===== src/rtl/vga_test_pattern_if.sv =====
// VGA pin bundle for the DE10-Lite 12-bit DAC plus the frame-counter LEDs.
// The pattern generator drives it via the master modport; observers use slave.
interface vga_test_pattern_if;
   logic [3:0] VGA_R;
   logic [3:0] VGA_G;
   logic [3:0] VGA_B;
   logic       VGA_HS;
   logic       VGA_VS;
   logic [9:0] LEDR;

   modport master (output VGA_R, output VGA_G, output VGA_B,
                   output VGA_HS, output VGA_VS, output LEDR);
   modport slave  (input VGA_R, input VGA_G, input VGA_B,
                   input VGA_HS, input VGA_VS, input LEDR);
endinterface


===== src/rtl/vga_test_pattern.sv =====
// Free-running VGA timing generator painting eight vertical colour bars.
// Sync and colour are both registered from the same counter snapshot, so they
// share a one-cycle latency and stay aligned. LEDR shows a 10-bit frame count.
module vga_test_pattern #(
   parameter int   H_VISIBLE_AREA = 800,
   parameter int   H_FRONT_PORCH  = 40,
   parameter int   H_SYNC_PULSE   = 128,
   parameter int   H_BACK_PORCH   = 88,
   parameter int   V_VISIBLE_AREA = 600,
   parameter int   V_FRONT_PORCH  = 1,
   parameter int   V_SYNC_PULSE   = 4,
   parameter int   V_BACK_PORCH   = 23,
   parameter logic HSYNC_POLARITY = 1'b0,
   parameter logic VSYNC_POLARITY = 1'b0
) (
   input  logic                VGA_CLK,
   input  logic                RESET,
   vga_test_pattern_if.master  vga
);

   localparam int H_TOTAL = H_VISIBLE_AREA + H_FRONT_PORCH + H_SYNC_PULSE + H_BACK_PORCH;
   localparam int V_TOTAL = V_VISIBLE_AREA + V_FRONT_PORCH + V_SYNC_PULSE + V_BACK_PORCH;

   localparam logic [10:0] H_LAST     = 11'(H_TOTAL - 1);
   localparam logic [10:0] V_LAST     = 11'(V_TOTAL - 1);
   localparam logic [10:0] H_VIS      = 11'(H_VISIBLE_AREA);
   localparam logic [10:0] V_VIS      = 11'(V_VISIBLE_AREA);
   localparam logic [10:0] HS_START   = 11'(H_VISIBLE_AREA + H_FRONT_PORCH);
   localparam logic [10:0] HS_END     = 11'(H_VISIBLE_AREA + H_FRONT_PORCH + H_SYNC_PULSE);
   localparam logic [10:0] VS_START   = 11'(V_VISIBLE_AREA + V_FRONT_PORCH);
   localparam logic [10:0] VS_END     = 11'(V_VISIBLE_AREA + V_FRONT_PORCH + V_SYNC_PULSE);
   localparam logic [10:0] BAR_WIDTH  = 11'(H_VISIBLE_AREA / 8);

   logic [10:0] r_h_count;
   logic [10:0] r_v_count;
   logic [9:0]  r_frame_count;

   logic [3:0]  r_red;
   logic [3:0]  r_green;
   logic [3:0]  r_blue;
   logic        r_hsync;
   logic        r_vsync;

   logic [10:0] w_bar_full;
   logic [2:0]  w_bar;
   logic        w_visible;
   logic        w_hs_active;
   logic        w_vs_active;
   logic [11:0] w_colour;

   // Bar palette as packed {R,G,B}; each channel is fully on or off.
   function automatic logic [11:0] bar_colour(input logic [2:0] idx);
      logic [11:0] rgb;
      case (idx)
         3'd0:    rgb = 12'hFFF;   // white
         3'd1:    rgb = 12'hFF0;   // yellow
         3'd2:    rgb = 12'h0FF;   // cyan
         3'd3:    rgb = 12'h0F0;   // green
         3'd4:    rgb = 12'hF0F;   // magenta
         3'd5:    rgb = 12'hF00;   // red
         3'd6:    rgb = 12'h00F;   // blue
         default: rgb = 12'h000;   // black
      endcase
      return rgb;
   endfunction

   // Pixel and line counters; frame counter advances on the full-frame wrap.
   always_ff @(posedge VGA_CLK or posedge RESET) begin
      if (RESET) begin
         r_h_count     <= '0;
         r_v_count     <= '0;
         r_frame_count <= '0;
      end else if (r_h_count == H_LAST) begin
         r_h_count <= '0;
         if (r_v_count == V_LAST) begin
            r_v_count     <= '0;
            r_frame_count <= r_frame_count + 10'd1;
         end else begin
            r_v_count <= r_v_count + 11'd1;
         end
      end else begin
         r_h_count <= r_h_count + 11'd1;
      end
   end

   // Decode of the current counter snapshot: visibility, sync windows, bar colour.
   always_comb begin
      w_visible   = (r_h_count < H_VIS) && (r_v_count < V_VIS);
      w_hs_active = (r_h_count >= HS_START) && (r_h_count < HS_END);
      w_vs_active = (r_v_count >= VS_START) && (r_v_count < VS_END);
      w_bar_full  = r_h_count / BAR_WIDTH;
      // Leftover pixels when the width is not a multiple of 8 stay in the last bar.
      w_bar       = (w_bar_full > 11'd7) ? 3'd7 : w_bar_full[2:0];
      w_colour    = w_visible ? bar_colour(w_bar) : 12'h000;
   end

   // Register sync and colour together so both carry the same one-cycle latency.
   always_ff @(posedge VGA_CLK or posedge RESET) begin
      if (RESET) begin
         r_red   <= '0;
         r_green <= '0;
         r_blue  <= '0;
         r_hsync <= HSYNC_POLARITY;
         r_vsync <= VSYNC_POLARITY;
      end else begin
         r_red   <= w_colour[11:8];
         r_green <= w_colour[7:4];
         r_blue  <= w_colour[3:0];
         r_hsync <= w_hs_active ? ~HSYNC_POLARITY : HSYNC_POLARITY;
         r_vsync <= w_vs_active ? ~VSYNC_POLARITY : VSYNC_POLARITY;
      end
   end

   assign vga.VGA_R  = r_red;
   assign vga.VGA_G  = r_green;
   assign vga.VGA_B  = r_blue;
   assign vga.VGA_HS = r_hsync;
   assign vga.VGA_VS = r_vsync;
   assign vga.LEDR   = r_frame_count;

endmodule


===== src/flat_wrapper.sv =====
// flat-port wrapper written by rule: the top's interface ports become plain ports
module vga_test_pattern_flat 
#(
   parameter int   H_VISIBLE_AREA = 800,
   parameter int   H_FRONT_PORCH  = 40,
   parameter int   H_SYNC_PULSE   = 128,
   parameter int   H_BACK_PORCH   = 88,
   parameter int   V_VISIBLE_AREA = 600,
   parameter int   V_FRONT_PORCH  = 1,
   parameter int   V_SYNC_PULSE   = 4,
   parameter int   V_BACK_PORCH   = 23,
   parameter logic HSYNC_POLARITY = 1'b0,
   parameter logic VSYNC_POLARITY = 1'b0
)
  (VGA_CLK, RESET, vga_VGA_R, vga_VGA_G, vga_VGA_B, vga_VGA_HS, vga_VGA_VS, vga_LEDR);
  vga_test_pattern_if vga_i ();
  input  logic VGA_CLK;
  input  logic RESET;
  output wire logic [$bits(vga_i.VGA_R)-1:0] vga_VGA_R;
  output wire logic [$bits(vga_i.VGA_G)-1:0] vga_VGA_G;
  output wire logic [$bits(vga_i.VGA_B)-1:0] vga_VGA_B;
  output wire logic [$bits(vga_i.VGA_HS)-1:0] vga_VGA_HS;
  output wire logic [$bits(vga_i.VGA_VS)-1:0] vga_VGA_VS;
  output wire logic [$bits(vga_i.LEDR)-1:0] vga_LEDR;
  assign vga_VGA_R = vga_i.VGA_R;
  assign vga_VGA_G = vga_i.VGA_G;
  assign vga_VGA_B = vga_i.VGA_B;
  assign vga_VGA_HS = vga_i.VGA_HS;
  assign vga_VGA_VS = vga_i.VGA_VS;
  assign vga_LEDR = vga_i.LEDR;
  vga_test_pattern #(.H_VISIBLE_AREA(H_VISIBLE_AREA), .H_FRONT_PORCH(H_FRONT_PORCH), .H_SYNC_PULSE(H_SYNC_PULSE), .H_BACK_PORCH(H_BACK_PORCH), .V_VISIBLE_AREA(V_VISIBLE_AREA), .V_FRONT_PORCH(V_FRONT_PORCH), .V_SYNC_PULSE(V_SYNC_PULSE), .V_BACK_PORCH(V_BACK_PORCH), .HSYNC_POLARITY(HSYNC_POLARITY), .VSYNC_POLARITY(VSYNC_POLARITY)) u_core (.VGA_CLK(VGA_CLK), .RESET(RESET), .vga(vga_i));
endmodule

===== config.mk =====
export PLATFORM = sky130hd
export DESIGN_NAME = vga_test_pattern_flat
export DESIGN_NICKNAME = d
export VERILOG_FILES = /design/src/rtl/vga_test_pattern_if.sv /design/src/rtl/vga_test_pattern.sv /design/src/flat_wrapper.sv
export SDC_FILE = /design/constraint.sdc
export NUM_CORES = 1
export LEC_CHECK = 0
export CORE_ASPECT_RATIO = 0.5
export CORE_MARGIN = 5
export CORE_UTILIZATION = 52
export CTS_BUF_LIST = sky130_fd_sc_hd__clkbuf_16
export CTS_CLUSTER_SIZE = 14
export DETAILED_ROUTE_END_ITERATION = 8
export HOLD_SLACK_MARGIN = 0.03
export PLACE_DENSITY = 0.88
export SYNTH_ARGS = -nofsm -noshare
export SYNTH_HDL_FRONTEND = slang
export SYNTH_SLANG_ARGS = --single-unit
export TNS_END_PERCENT = 50

===== constraint.sdc =====
create_clock -name VGA_CLK -period 2.3 [get_ports VGA_CLK]
set_clock_uncertainty 0.1 [all_clocks]
set_input_delay 0.575 -clock VGA_CLK [delete_from_list [all_inputs] [get_ports VGA_CLK]]
set_output_delay 0.575 -clock VGA_CLK [all_outputs]
set_load 0.005 [all_outputs]

==> results of run 1 <==
## final cells by class
type | instances | share of cell area
repair buffers | 106 | 0.237
inverters | 11 | 0.0106
well taps | 70 | 0.0226
clock buffers | 5 | 0.0322
multi-input cells | 211 | 0.452
flip-flops and latches | 37 | 0.240
clock inverters | 3 | 0.00548
## registers in the layout, indices dropped and copies added (netlist names)
| name | flops |
|---|---|
| u_core.vga.VGA_B | 1 |
| u_core.vga.VGA_VS | 1 |
| u_core.vga.LEDR | 10 |
| u_core.r_h_count | 11 |
| u_core.r_v_count | 11 |
| u_core.vga.VGA_G | 1 |
| u_core.vga.VGA_R | 1 |
| u_core.vga.VGA_HS | 1 |
## stage by stage
stage          area, µm²  hold WS [ps]  cells  worst slack, ps   util
4_1_cts             3600           369    431            -14.1  0.737
3_5_place_dp        3180           361    411             -311  0.651
3_3_place_gp        3180           357    411            -58.2  0.651
5_1_grt             3880           427    443             -557  0.794
2_1_floorplan       2610           354    286             32.3      -
6_report            3880           400    443             -336  0.794
## what timing repair did
item / CTS / global route
setup buffers: 12 / 12
endpoints found under the setup margin: 12 / 21
resized for setup: 37 / 44
pin swaps: 11 / 19
## cells in the mapped netlist, types with 2 or more instances
cell type  count  share of area
dfrtp_1       37           0.35
nand2_1       20          0.029
nor2_1        18          0.026
xnor2_1       17          0.057
buf_4         13          0.037
o21ai_0       12          0.023
inv_1         11          0.016
nand3_1       11          0.021
a21oi_1       10          0.019
xor2_1        10          0.034
buf_2          7          0.013
nor3_1         7          0.013
o211ai_1       7          0.020
a31oi_1        6          0.014
and3_1         5          0.012
buf_6          5          0.022
ha_1           5          0.024
nand4_1        5          0.012
mux2i_1        4          0.015
nand2b_1       4         0.0096
nor2_2         4         0.0096
nor4_1         4         0.0096
and2_1         3         0.0072
nor3_2         3          0.012
or3_1          3         0.0072
a2111oi_0      2         0.0067
a211oi_1       2         0.0058
a21o_1         2         0.0058
a2bb2oi_1      2         0.0067
a32oi_1        2         0.0067
clkbuf_1       2         0.0029
mux2_2         2         0.0086
nor2b_1        2         0.0048
o21ai_1        2         0.0038
o22ai_1        2         0.0048
o2bb2ai_1      2         0.0067
o311a_1        2         0.0077
o31ai_1        2         0.0058
## critical path: stages, from the launching register on
cell and delay [ps]:
dfrtp_2 510, buf_4 180, o21ai_0 220, a21oi_2 150, nor2_2 280, nor2_2 80
o31a_1 380, o211ai_1 260, o221ai_1 160, a31oi_1 210
## kinds of logic after synthesis
group                    count (synthesis)
AND/OR/NAND/NOR                        101
AO/OA/AOI/OAI                           71
buffers and inverters                   38
multiplexers                             7
XOR/XNOR                                27
adder cells (fa/ha/maj)                  5
flip-flops                              37
## power groups by stage
stage / Sequential, mW / Clock, mW / Combinational, mW
6_report: 0.651 / 0.727 / 0.0170
5_1_grt: 0.650 / 0.754 / 0.0196
4_1_cts: 0.651 / 0.699 / 0.0164
3_5_place_dp: 0.663 / 0 / 0.0161
3_3_place_gp: 0.663 / 0 / 0.0157
2_1_floorplan: 0.663 / 0 / 0.00957
## how the worst min path moves through the flow
stage | startpoint | endpoint | cells past startpoint
final | u_core.vga.LEDR[3] | u_core.vga.LEDR[3] | 1
after global routing | u_core.vga.LEDR[8] | u_core.vga.LEDR[8] | 1
after CTS | u_core.vga.LEDR[9] | u_core.vga.LEDR[9] | 1
after detailed placement | u_core.vga.LEDR[9] | u_core.vga.LEDR[9] | 1
after global placement | u_core.vga.LEDR[9] | u_core.vga.LEDR[9] | 1
after floorplan | u_core.r_v_count[10] | u_core.r_v_count[10] | 1
## metal layers
metal,vias to the layer above,wire (µm)
li1,1197,-
met1,1424,3880
met2,316,4800
met3,107,1560
met4,0,860
met5,-,0
==> qor.yml, run 1 <==
syn_nets: 293
setup_viol: 20
wirelength_mm: 11.1
power.switching_mw: 0.337
rr_endpoint: "u_core.vga.VGA_B[2]"
grt_max_degree: 38
critical_path.startpoint: "u_core.r_h_count[10]"
worst_setup_path_end_kind: "flop"
avgSynthCellArea_um2: 9.13
layout_commonest_cell: "buf_4"
grt_pass1_vias: 2836
power_frac_seq: 0.466
chipHeight_um: 60.1
core_area_mm2: 0.00489
use_met1: 0.349
slew_headroom: 0.591
cp.required_ps: 2400
r2r_start: "u_core.r_h_count[10]"
violations: "setup timing"
worstSetupPathType: "reg -> reg"
post-route-min-period_ps: 2640
rr_worst_depth: 9
p_per_area_mw_per_mm2: 359
drt_first_iter_violations: 491
cts.sinks: 37
synthFlopType: "dfrtp_1"
syn_area_mm2: 0.00261
cts-htree-levels: 2
fp.dieArea_mm2: 0.00662
fin_ws_ps: -336
port_buffers: 25
final.setup.tns_ps: -3320
power.internal_mw: 1.06
combPwrFrac: 0.012
insertedDiodeCount: 0
synth_compound_area_frac: 0.193
drc: 0
async_flop_share: 1.00
vias_per_cell: 6.87
final_nets: 379
synth.distinct_cells: 67
synth-edff-count: 0
postCtsHoldBufs: 0
fin_crit_sh: 1.15
drive_gt1_frac: 0.408
multiInputGateArea_mm2: 0.00175
grt_first_pass_wirelength_mm: 15.0
seqCellArea_um2: 932
io_pins: 26
max-vdd-ir-drop_mv: 0.739
fillCellCount: 255
p_leak_nw: 1.67
finalHoldViolCount: 0
cts.clk_slew.worst_paths_ps: 60
clkLatencyLatePin_ps: 300
rsz0062_at_grt: "yes"
synth-seq-cells: 37
synthAdderAreaFrac: 0.0240
start_util: 0.534
ant_nets: 0
crit_end: "u_core.vga.VGA_B[2]"
gp_congestion: 0.895
grt-ovfl-total: 0
postSynthCellCount: 286
ys_warn_count: 0
maxCapViolations: 0
p_clk_frac: 0.521
die_w_um: 110
antenna_found_initial: 0
swShare: 0.241
vias: 3044
power.total_mw: 1.39
cts_tree: "done"
synthSimpleGateAreaFrac: 0.217
ctsRootBufferMaster: "clkbuf_16"
track_usage: 0.300
slew_viol_final: 0
path_max_fanout: 8
use_met3: 0.0820
cts_buffers: 5
outcome: "finished with violations"
synthToLayoutAreaGrowth_pct: 48.7
startpoint_type: "flop"
synth_top_family_by_area: "simple AND/OR/NAND/NOR gates"
final_cell_mix: "67 x buf_4, 32 x dfrtp_1, 25 x clkdlybuf4s50_1, 18 x nand2_1, 16 x nor2_1"
wl_per_cell_um: 25.1
reg2reg_slack_ps: -340
clock_path_buffers: 2
dp.final_hpwl_mm: 5.06
fmax_mhz: 379
synth-seq-area-share: 0.355
met2_usage: 0.505
worst_pin_slew_ps: 612
synth_xor_area_frac: 0.0906
hp-class: "reg -> reg"
dr.pass1.iters: 6
top_usage_layer: "met2"
std_cell_rows: 18
synthMuxAreaShare: 0.0297
cp_data_arrival_time_ps: 2730
(Power assumes the default switching activity.)
==> inputs of run 2 (changes only) <==
--- a/config.mk
+++ b/config.mk
@@ -11,6 +11,7 @@
 export CTS_BUF_LIST = sky130_fd_sc_hd__clkbuf_16
 export CTS_CLUSTER_SIZE = 14
 export DETAILED_ROUTE_END_ITERATION = 8
+export GPL_TIMING_DRIVEN = 1
 export HOLD_SLACK_MARGIN = 0.03
 export PLACE_DENSITY = 0.88
 export SYNTH_ARGS = -nofsm -noshare
==> results of run 2 <==
The final DEF is identical to that of run 1; final timing and power are the same.
